[config.mk]
export PLATFORM = sky130hd
export DESIGN_NAME = fpdlink_rx_decode
export DESIGN_NICKNAME = d
export VERILOG_FILES = /design/src/rtl/fpdlink_rx_decode.sv
export SDC_FILE = /design/constraint.sdc
export NUM_CORES = 1
export LEC_CHECK = 0
export CAP_MARGIN = 20
export CORE_ASPECT_RATIO = 2
export CORE_MARGIN = 5
export CORE_UTILIZATION = 48
export CTS_CLUSTER_SIZE = 28
export DETAILED_ROUTE_END_ITERATION = 7
export PLACE_DENSITY = 0.83
export SYNTH_ARGS = -nofsm -noshare
export SYNTH_HDL_FRONTEND = slang
export SYNTH_SLANG_ARGS = --single-unit
[constraint.sdc]
create_clock -name clk -period 3.2 [get_ports clk]
set_input_delay 0.32 -clock clk [delete_from_list [all_inputs] [get_ports clk]]
set_output_delay 0.32 -clock clk [all_outputs]
set_load 0.05 [all_outputs]
[src/rtl/fpdlink_rx_decode.sv]
// fpdlink_rx_decode
//   FPD-Link I receive decoder. Unpacks aligned 7-bit lane words from the
//   LVDS deserialiser into RGB888 pixels plus sync. It measures the active
//   width/height of every frame and forwards vsync only once the timing has
//   been stable for STABLE_FRAMES consecutive frames.
//
// Ports
//   clk         pixel clock; everything runs on its rising edge
//   rst         synchronous active-high reset
//   din_valid   deserialiser aligned; din is garbage while low
//   din         CHANNELS*LANES*7 lane words, channel 0 / lane 0 in the MSBs
//   v_vsync     vsync, passed only while locked
//   v_hsync     hsync (channel 0)
//   v_de        data enable (channel 0)
//   v_pixel     CHANNELS x RGB888, channel 0 in the MSBs, R is the top byte
//   v_active_w  latched active width in pixels (line width * CHANNELS)
//   v_active_h  latched active height in lines
//   v_locked    timing locked
//   v_err       one-cycle pulse when lock is lost
module fpdlink_rx_decode #(
  parameter int    CHANNELS      = 2,
  parameter int    LANES         = 3,
  parameter string MAPPING       = "VESA",
  parameter int    SKIP_FRAMES   = 5,
  parameter int    STABLE_FRAMES = 2,
  parameter int    CNT_W         = 12
) (
  input  logic                       clk,
  input  logic                       rst,
  input  logic                       din_valid,
  input  logic [CHANNELS*LANES*7-1:0] din,
  output logic                       v_vsync,
  output logic                       v_hsync,
  output logic                       v_de,
  output logic [CHANNELS*24-1:0]     v_pixel,
  output logic [CNT_W:0]             v_active_w,
  output logic [CNT_W-1:0]           v_active_h,
  output logic                       v_locked,
  output logic                       v_err
);

  localparam int WORD_W = LANES * 7;
  localparam int DIN_W  = CHANNELS * WORD_W;
  // LSB offsets of lanes 0..2 inside one channel word
  localparam int L0 = (LANES - 1) * 7;
  localparam int L1 = (LANES - 2) * 7;
  localparam int L2 = (LANES - 3) * 7;
  localparam bit USE_JEIDA = (MAPPING == "JEIDA");
  localparam int SKIP_W = (SKIP_FRAMES > 1) ? $clog2(SKIP_FRAMES) : 1;
  // One spare count so stable_cnt+1 never wraps, also when STABLE_FRAMES=1
  localparam int STB_W  = $clog2(STABLE_FRAMES + 2);

  typedef enum logic [1:0] {
    ST_SKIP   = 2'd0,
    ST_TRAIN  = 2'd1,
    ST_LOCKED = 2'd2
  } state_t;

  function automatic logic [CNT_W-1:0] sat_inc(input logic [CNT_W-1:0] v);
    return (&v) ? v : v + 1'b1;
  endfunction

  // Unpack one channel word into {R,G,B}. Lanes 0-2 carry a 6-bit payload
  // per colour; lane 3 (24-bit mode) carries the remaining two bits, which
  // go on top (VESA) or underneath (JEIDA).
  function automatic logic [23:0] decode_ch(input logic [WORD_W-1:0] w);
    logic [5:0] pr, pg, pb;
    logic [7:0] r, g, b;
    pr = w[L0+5 -: 6];
    pg = {w[L1+4 -: 5], w[L0+6]};
    pb = {w[L2+3 -: 4], w[L1+6 -: 2]};
    if (LANES == 3) begin
      r = {pr, 2'b00};
      g = {pg, 2'b00};
      b = {pb, 2'b00};
    end else if (USE_JEIDA) begin
      r = {pr, w[1:0]};
      g = {pg, w[3:2]};
      b = {pb, w[5:4]};
    end else begin
      r = {w[1:0], pr};
      g = {w[3:2], pg};
      b = {w[5:4], pb};
    end
    return {r, g, b};
  endfunction

  // ---- stage 1: register lane words ----
  logic [DIN_W-1:0] din_p1;
  logic             vld_p1;

  always_ff @(posedge clk) begin
    din_p1 <= din;
  end

  always_ff @(posedge clk) begin
    if (rst) vld_p1 <= 1'b0;
    else     vld_p1 <= din_valid;
  end

  // ---- stage 1 -> 2: decode, measure, lock FSM ----
  logic [WORD_W-1:0]     ch0_p1;
  logic                  de_p1, vs_p1, hs_p1;
  logic [DIN_W/WORD_W*24-1:0] pix_p1;

  assign ch0_p1 = din_p1[DIN_W-1 -: WORD_W];
  assign de_p1  = vld_p1 & ch0_p1[L2+6];
  assign vs_p1  = vld_p1 & ch0_p1[L2+5];
  assign hs_p1  = vld_p1 & ch0_p1[L2+4];

  for (genvar c = 0; c < CHANNELS; c++) begin : g_ch
    assign pix_p1[(CHANNELS-c)*24-1 -: 24] =
      decode_ch(din_p1[(CHANNELS-c)*WORD_W-1 -: WORD_W]);
  end

  logic             de_d, vs_d;
  logic [CNT_W-1:0] line_cnt;
  logic [CNT_W-1:0] frm_w, frm_h;
  logic             frm_bad;
  logic             vs_rise, de_fall;

  assign vs_rise = vs_p1 & ~vs_d;
  assign de_fall = de_d & ~de_p1;

  // Frame statistics as they stand including a line ending on this cycle,
  // so a frame is judged complete even if its last DE fall is coincident.
  logic [CNT_W-1:0] fw_c, fh_c;
  logic             bad_c;

  always_comb begin
    fw_c  = frm_w;
    fh_c  = frm_h;
    bad_c = frm_bad;
    if (de_fall) begin
      if (frm_h == '0)           fw_c  = line_cnt;
      else if (line_cnt != frm_w) bad_c = 1'b1;
      fh_c = sat_inc(frm_h);
    end
  end

  always_ff @(posedge clk) begin
    if (rst || !vld_p1) begin
      de_d     <= 1'b0;
      vs_d     <= 1'b0;
      line_cnt <= '0;
      frm_w    <= '0;
      frm_h    <= '0;
      frm_bad  <= 1'b0;
    end else begin
      de_d <= de_p1;
      vs_d <= vs_p1;
      if (de_p1) line_cnt <= de_d ? sat_inc(line_cnt) : CNT_W'(1);
      if (vs_rise) begin
        frm_w   <= '0;
        frm_h   <= '0;
        frm_bad <= 1'b0;
      end else begin
        frm_w   <= fw_c;
        frm_h   <= fh_c;
        frm_bad <= bad_c;
      end
    end
  end

  logic consistent, same_prev;
  state_t            state, state_n;
  logic [SKIP_W-1:0] skip_cnt, skip_n;
  logic [STB_W-1:0]  stable_cnt, stable_n;
  logic [CNT_W-1:0]  prev_w, prev_h, prev_w_n, prev_h_n;
  logic              latch_n, err_n;

  assign consistent = ~bad_c & (fw_c != '0) & (fh_c != '0);
  // While locked, prev_w/prev_h are exactly the latched timing.
  assign same_prev  = (fw_c == prev_w) & (fh_c == prev_h);

  always_comb begin
    state_n  = state;
    skip_n   = skip_cnt;
    stable_n = stable_cnt;
    prev_w_n = prev_w;
    prev_h_n = prev_h;
    latch_n  = 1'b0;
    err_n    = 1'b0;
    if (!vld_p1) begin
      state_n  = ST_SKIP;
      skip_n   = '0;
      stable_n = '0;
      err_n    = (state == ST_LOCKED);
    end else if (vs_rise) begin
      case (state)
        ST_SKIP: begin
          if (skip_cnt == SKIP_W'(SKIP_FRAMES - 1)) begin
            state_n  = ST_TRAIN;
            skip_n   = '0;
            stable_n = '0;
            prev_w_n = '0;
            prev_h_n = '0;
          end else begin
            skip_n = skip_cnt + 1'b1;
          end
        end
        ST_TRAIN: begin
          if (!consistent) begin
            stable_n = '0;
          end else begin
            stable_n = same_prev ? stable_cnt + 1'b1 : STB_W'(1);
            prev_w_n = fw_c;
            prev_h_n = fh_c;
          end
          if (stable_n >= STB_W'(STABLE_FRAMES)) begin
            state_n = ST_LOCKED;
            latch_n = 1'b1;
          end
        end
        ST_LOCKED: begin
          if (!consistent || !same_prev) begin
            state_n  = ST_TRAIN;
            err_n    = 1'b1;
            stable_n = consistent ? STB_W'(1) : '0;
            if (consistent) begin
              prev_w_n = fw_c;
              prev_h_n = fh_c;
            end
          end
        end
        default: state_n = ST_SKIP;
      endcase
    end
  end

  always_ff @(posedge clk) begin
    if (rst) begin
      state      <= ST_SKIP;
      skip_cnt   <= '0;
      stable_cnt <= '0;
      prev_w     <= '0;
      prev_h     <= '0;
      v_active_w <= '0;
      v_active_h <= '0;
      v_locked   <= 1'b0;
      v_err      <= 1'b0;
    end else begin
      state      <= state_n;
      skip_cnt   <= skip_n;
      stable_cnt <= stable_n;
      prev_w     <= prev_w_n;
      prev_h     <= prev_h_n;
      if (latch_n) begin
        v_active_w <= (CNT_W+1)'(fw_c) * (CNT_W+1)'(CHANNELS);
        v_active_h <= fh_c;
      end
      v_locked <= (state_n == ST_LOCKED);
      v_err    <= err_n;
    end
  end

  // ---- stage 2: registered outputs ----
  // Gating with state_n makes the locking vsync pulse pass whole and the
  // lock-breaking pulse disappear whole.
  always_ff @(posedge clk) begin
    if (rst) begin
      v_vsync <= 1'b0;
      v_hsync <= 1'b0;
      v_de    <= 1'b0;
      v_pixel <= '0;
    end else begin
      v_vsync <= vs_p1 & (state_n == ST_LOCKED);
      v_hsync <= hs_p1;
      v_de    <= de_p1;
      v_pixel <= vld_p1 ? pix_p1 : '0;
    end
  end

endmodule

# Yosys cells after proc, flatten, opt, wreduce, memory -nomap -nowiden
# Cells that the tools add are included.
[op_classes] add_sub_neg=4 order_cmp=1 eq_ne=10 n_mux=40 n_bitwise=13 reduce_logical=18
[ops] operator="$mux 12" n=11
[ops] operator="$pmux 12 s3" n=2
[ops] operator="$add 12x1->12 const B" n=2
[ops] operator="$eq 12x12->1" n=2
[ops] operator="$mux 2" n=12
[ops] operator="$reduce_and 12->1" n=2
[ops] operator="$reduce_bool 12->1" n=2
[ops] operator="$logic_not 12->1" n=1
[ops] operator="$mux 1" n=12
[ops] operator="$ne 12x12->1" n=1
[ops] operator="$pmux 2 s3" n=2
[ops] operator="$and 1x1->1" n=9
[ops] operator="$reduce_and 5->1" n=1
[ops] operator="$eq 2x2->1 const B" n=2
[ops] operator="$ne 2x2->1 const B" n=2
[ops] operator="$not 1->1" n=4
[ops] operator="$reduce_and 2->1" n=2
[ops] operator="$reduce_and 4->1" n=1
[ops] operator="$reduce_or 2->1" n=2
[ops] operator="$add 3x1->3 const B" n=1
[ops] operator="$eq 3x3->1 const B" n=1
[ops] operator="$logic_not 1->1" n=3
[ops] operator="$mux 3" n=1
[ops] operator="$reduce_bool 3->1" n=1
[ops] operator="other kinds (6)" n=7
[totals] register_bits=190 in_bits=45 output_inout_bits=78

# Depth between registers and ports, before layout
[depth] ltp_word=18 depth_mapped=13 mapped_depth_nobuf=11

# Least setup slack after synthesis
# No wires, ideal clock.
[synth_path] path_kind="register -> register" startpoint="reg frm_h[0]" endpoint="reg v_active_h[10]" setup_ns=0.121 arrival_time_ns=3.095 required_ns=3.079 setup_slack_ns=-0.016 path_stages_with_launch=14 cell_sequence="dfxtp_1 > buf_2 > inv_1 > ha_1 > xnor2_1 > a211oi_1 > nor4_1 > o2111ai_1 > or4_4 > nor4_4 > nand4_4 > nor2_8 > buf_12 > mux2_4"
[synth_via] elab_chain_len=15
[synth_rtl] element="from (decl)" line="118" source="logic [CNT_W-1:0] frm_w, frm_h;"
[synth_rtl] element="from (signal assigned)" line="159" source="frm_h <= fh_c;"
[synth_rtl] element="$add 12x1->12 (tied with other cells)" line="60" source="return (&v) ? v : v + 1'b1;"
[synth_rtl] element="$mux 12 (tied with other cells)" line="60"
[synth_rtl] element="$mux 12 or $mux 1 (tied branches)" line="134" source="if (de_fall) begin"
[synth_rtl] element="$eq 12x12->1 (tied with other cells)" line="174" source="assign same_prev = (fw_c == prev_w) & (fh_c == prev_h);"
[synth_rtl] element="$and 1x1->1 (on tied branches)" line="174, 172"
[synth_rtl] element="$mux 2 or $and 1x1->1 (tied branches)" line="206, 172"
[synth_rtl] element="$mux 2" line="203" source="if (!consistent) begin"
[synth_rtl] element="$mux 2" line="190" source="case (state)"
[synth_rtl] element="$mux 2" line="189" source="end else if (vs_rise) begin"
[synth_rtl] element="$mux 2" line="184" source="if (!vld_p1) begin"
[synth_rtl] element="$ge 2x2->1" line="210" source="if (stable_n >= STB_W'(STABLE_FRAMES)) begin"
[synth_rtl] element="$mux 1" line="210"
[synth_rtl] element="$mux 1" line="190"
[synth_rtl] element="$mux 1" line="189"
[synth_rtl] element="$mux 1" line="184"
[synth_rtl] element="to (signal assigned)" line="250" source="v_active_h <= fh_c;"
[synth_rtl] element="to (decl)" line="37" source="output logic [CNT_W-1:0] v_active_h,"
# Several ways; a longest one is shown, not always the timed one. The select of a mux whose other input is x is not followed.
# A chain may end at the register's enable or synchronous reset.

# Worst setup path in the final report
[layout_path] startpoint="reg frm_h[8]" endpoint="reg v_active_w[10]"
[layout_via] elab_chain_len=15
[layout_rtl] element="$add 12x1->12 (tied with other cells)" line="60"
[layout_rtl] element="$mux 12 (tied with other cells)" line="60"
[layout_rtl] element="$mux 12 or $mux 1 (tied branches)" line="134"
[layout_rtl] element="$eq 12x12->1 (tied with other cells)" line="174"
[layout_rtl] element="$and 1x1->1 (on tied branches)" line="174, 172"
[layout_rtl] element="$mux 2 or $and 1x1->1 (tied branches)" line="206, 172"
[layout_rtl] element="$mux 2" line="203"
[layout_rtl] element="$mux 2" line="190"
[layout_rtl] element="$mux 2" line="189"
[layout_rtl] element="$mux 2" line="184"
[layout_rtl] element="$ge 2x2->1" line="210"
[layout_rtl] element="$mux 1" line="210"
[layout_rtl] element="$mux 1" line="190"
[layout_rtl] element="$mux 1" line="189"
[layout_rtl] element="$mux 1" line="184"
[layout_rtl] element="to (signal assigned)" line="249" source="v_active_w <= (CNT_W+1)'(fw_c) * (CNT_W+1)'(CHANNELS);"
[layout_rtl] element="to (decl)" line="36" source="output logic [CNT_W:0] v_active_w,"
# Several ways; a longest one is shown, not always the timed one. The select of a mux whose other input is x is not followed.

==> results.toml <==
[outcome]
status = "complete, but fails checks"
violations = "setup timing"

[pwr]
p_leak_nw = 4.13
p_int_mw = 3.51
total_power_mw = 4.59
power_frac_comb = 0.059
seq_power_share = 0.484
irDropWorstVdd_v = 0.000464
pwr-share-clk = 0.457
powerDensity_nw_per_um2 = 446
switching_power_mw = 1.09
p_sw_frac = 0.237

[sta]
slew_headroom = 0.561
post-route-min-period_ns = 3.57
setup_slack_ns = -0.373
worst_pin_slew_ns = 0.650
rsz0062_at_grt = "true"
slew_violations = 0
skew_ns = 0.00994
max_freq_ghz = 0.280
hold_violations = 0
tns_ns = -15.08
period_share = 1.12
setup_viol_count_final = 52

[route]
wl_met2_um = 12000
drt_first_pass_iters = 7
first_iter_violations = 655
dr_wl_met3_um = 1590
viasPerCell = 5.72
ant_nets = 0
avgRoutedWirePerCell_um = 19.8
highest_layer = "met4"
wl_um = 22900
wl_met1_um = 7310
drc = 0
via_count = 6632

[cts]
cts.sinks = 175
cts_max_level = 4
worst_skew_pair.late_latency_ns = 0.43
ctsHoldBuffers = 0
cts_buffers = 17
clk_path_buf_depth = 2
cts_tree = "done"
root_buffer = "clkbuf_16"
clkTransAtPathRegs_ns = 0.07

[critical_path]
endpoint_kind = "register"
critPathKind = "register to register"
crit_required_ns = 3.52
r2r-end = "v_active_w[10]$_SDFFE_PP0P_"
path_cells = "buf_4 > nand4_1 > nor2_1 > o22a_1 > o2111ai_2 > or4_4 > nor4_4 > buf_4 > nand4_4 > nor2_8 > buf_12 > clkbuf_16 > mux2_4"
crit_fanout = 9
worst-path-buf-inv = 4
r2r-start = "frm_h[8]$_SDFF_PP0_"
critPathSlowestCell = "or4_4"
setup.worst_path.start = "frm_h[8]$_SDFF_PP0_"
crit_path_start_kind = "register"
cp.arrival_ns = 3.89
reg2reg_depth = 13
cp_top_family = "simple AND/OR/NAND/NOR gates"
cp_common_cell = "buf_4"
cpPeakStageDelay_ns = 0.55
r2r_slack_ns = -0.37

[worst_hold_path]
worstHoldEndpoint = "din_p1[41]$_DFF_P_"
whs_path_depth = 1
min_path_type = "primary input to register"
min-delay-start = "din[41]"

[yosys]
avgSynthCellArea_sq_um = 9.62
synth_top_area_cell = "dfxtp_1"
syn_inst = 774
netlist_top_cells_area = "dfxtp_1 (47%), xor2_1 (4.4%), nor2_1 (3.7%)"
synth_seq_area_share = 0.471
synth_top_area_share = 0.471
synthFlopType = "dfxtp_1"
synthArstFlopShare = 0
synth.cell_area_sq_um = 7450
yosysWarnings = 0
synth_edf_count = 0
synth_seq_cells = 175
synth_cell_types = 68

[layout]
fin_nets = 1002
final_cell_mix = "dfxtp_1 (167), clkdlybuf4s50_1 (106), buf_4 (75)"
antenna_cells = 0
area_growth_pct = 38.5
final_common_cell = "dfxtp_1"
fin_util = 0.674
fin_cells = 1159
drive_gt1_frac = 0.234
fillCellCount = 1096

[die]
start_util = 0.487
die_h_um = 186
core_sq_um = 15300
chipWidth_um = 98.1
io_pins = 123
die-area_sq_um = 18300
std_cell_rows = 64

[global_routing]
grt_usage = 0.224
grt_max_degree = 39
grt_pass1_vias = 6506
antenna_found_initial = 0
grt_pass1_wl_um = 32000
grt_overflow = 0

[placement]
portBuffers = 106
dp_hpwl_um = 14100
dp_slack_ns = -0.0575
placed_cells = 1102
gp_congestion = 0.981

[flow_run]
maxCapViolCount = 0
==> registers in the layout (all words and copies together) (netlist names) <==
signal,count
prev_w,12
v_active_h,12
prev_h,12
din_p1,39
v_active_w,12
v_vsync,1
v_de,1
frm_h,12
frm_bad,1
line_cnt,12
vs_d,1
v_err,1
v_hsync,1
de_d,1
stable_cnt,2
frm_w,12
vld_p1,1
v_pixel,36
v_locked,1
state,2
skip_cnt,3
==> Yosys cell counts, drive strengths merged, types with 3 or more instances <==
master     n
a2111oi    3
a211oi     6
a21oi     16
a31oi      6
a41oi      3
and2      42
and3       7
and4       5
buf       35
clkbuf    24
dfxtp    175
ha         9
inv       40
mux2      21
mux2i     19
nand2     46
nand3     23
nand4     12
nor2      74
nor2b     25
nor3      17
nor3b      3
nor4      21
o2111ai    6
o21ai     26
o22ai     28
or3        4
xnor2     14
xor2      37
==> power by group through the flow <==
stage	registers (mW)	logic (mW)	clock network [mW]
6_report	2.23	0.270	2.10
3_5_place_dp	2.28	0.241	0
3_3_place_gp	2.27	0.238	0
4_1_cts	2.23	0.246	2.13
5_1_grt	2.23	0.283	2.25
2_1_floorplan	2.32	0.106	0
==> cells by family after synthesis <==
group                      synth area share
DFF                                   0.471
adders and majority gates            0.0151
buffers and inverters                0.0699
muxes                                0.0644
xor gates and xnor gates             0.0670
other                              0.000504
AOI/OAI and AO/OA                    0.0970
and+or+nand+nor                       0.216
==> through the flow <==
step / hold slack (ns) / cell area [sq um]
final: 0.333 / 10300
after global routing: 0.309 / 10300
after CTS: 0.319 / 9760
after detailed placement: 0.410 / 9010
after global placement: 0.407 / 9010
after floorplan: 0.348 / 7500
==> how the worst max path moves through the flow <==
stage                                        endpoint  cells after the start
after floorplan           v_active_h[10]$_SDFFE_PP0P_                     13
after global placement     v_active_h[1]$_SDFFE_PP0P_                     12
after detailed placement   v_active_h[4]$_SDFFE_PP0P_                     12
after CTS                 v_active_w[10]$_SDFFE_PP0P_                     13
after global routing      v_active_w[10]$_SDFFE_PP0P_                     13
final                     v_active_w[10]$_SDFFE_PP0P_                     13
==> final cells by class <==
type	count	area, sq um	share of cell area
Sequential cell	175	3520	0.341
Timing Repair Buffer	200	1940	0.188
Multi-Input combinational cell	514	3860	0.374
Clock inverter	14	168	0.0163
Clock buffer	18	429	0.0416
Inverter	40	150	0.0146
Tap cell	198	248	0.0240
==> per-layer routing <==
layer	track usage	up-vias
met1	0.201	3097
met4	0.186	0
met3	0.0437	153
met2	0.425	402
li1	-	2980
met5	0	-
==> timing repair <==
action                                  CTS  global route
cloned                                    4             4
endpoints found under the hold margin     0             0
pin swaps                                 0            13
setup buffers                             2            15
endpoints found under the setup margin   27            50
resized for setup                        13            72
No activity file was read; power rests on OpenSTA's default activity.
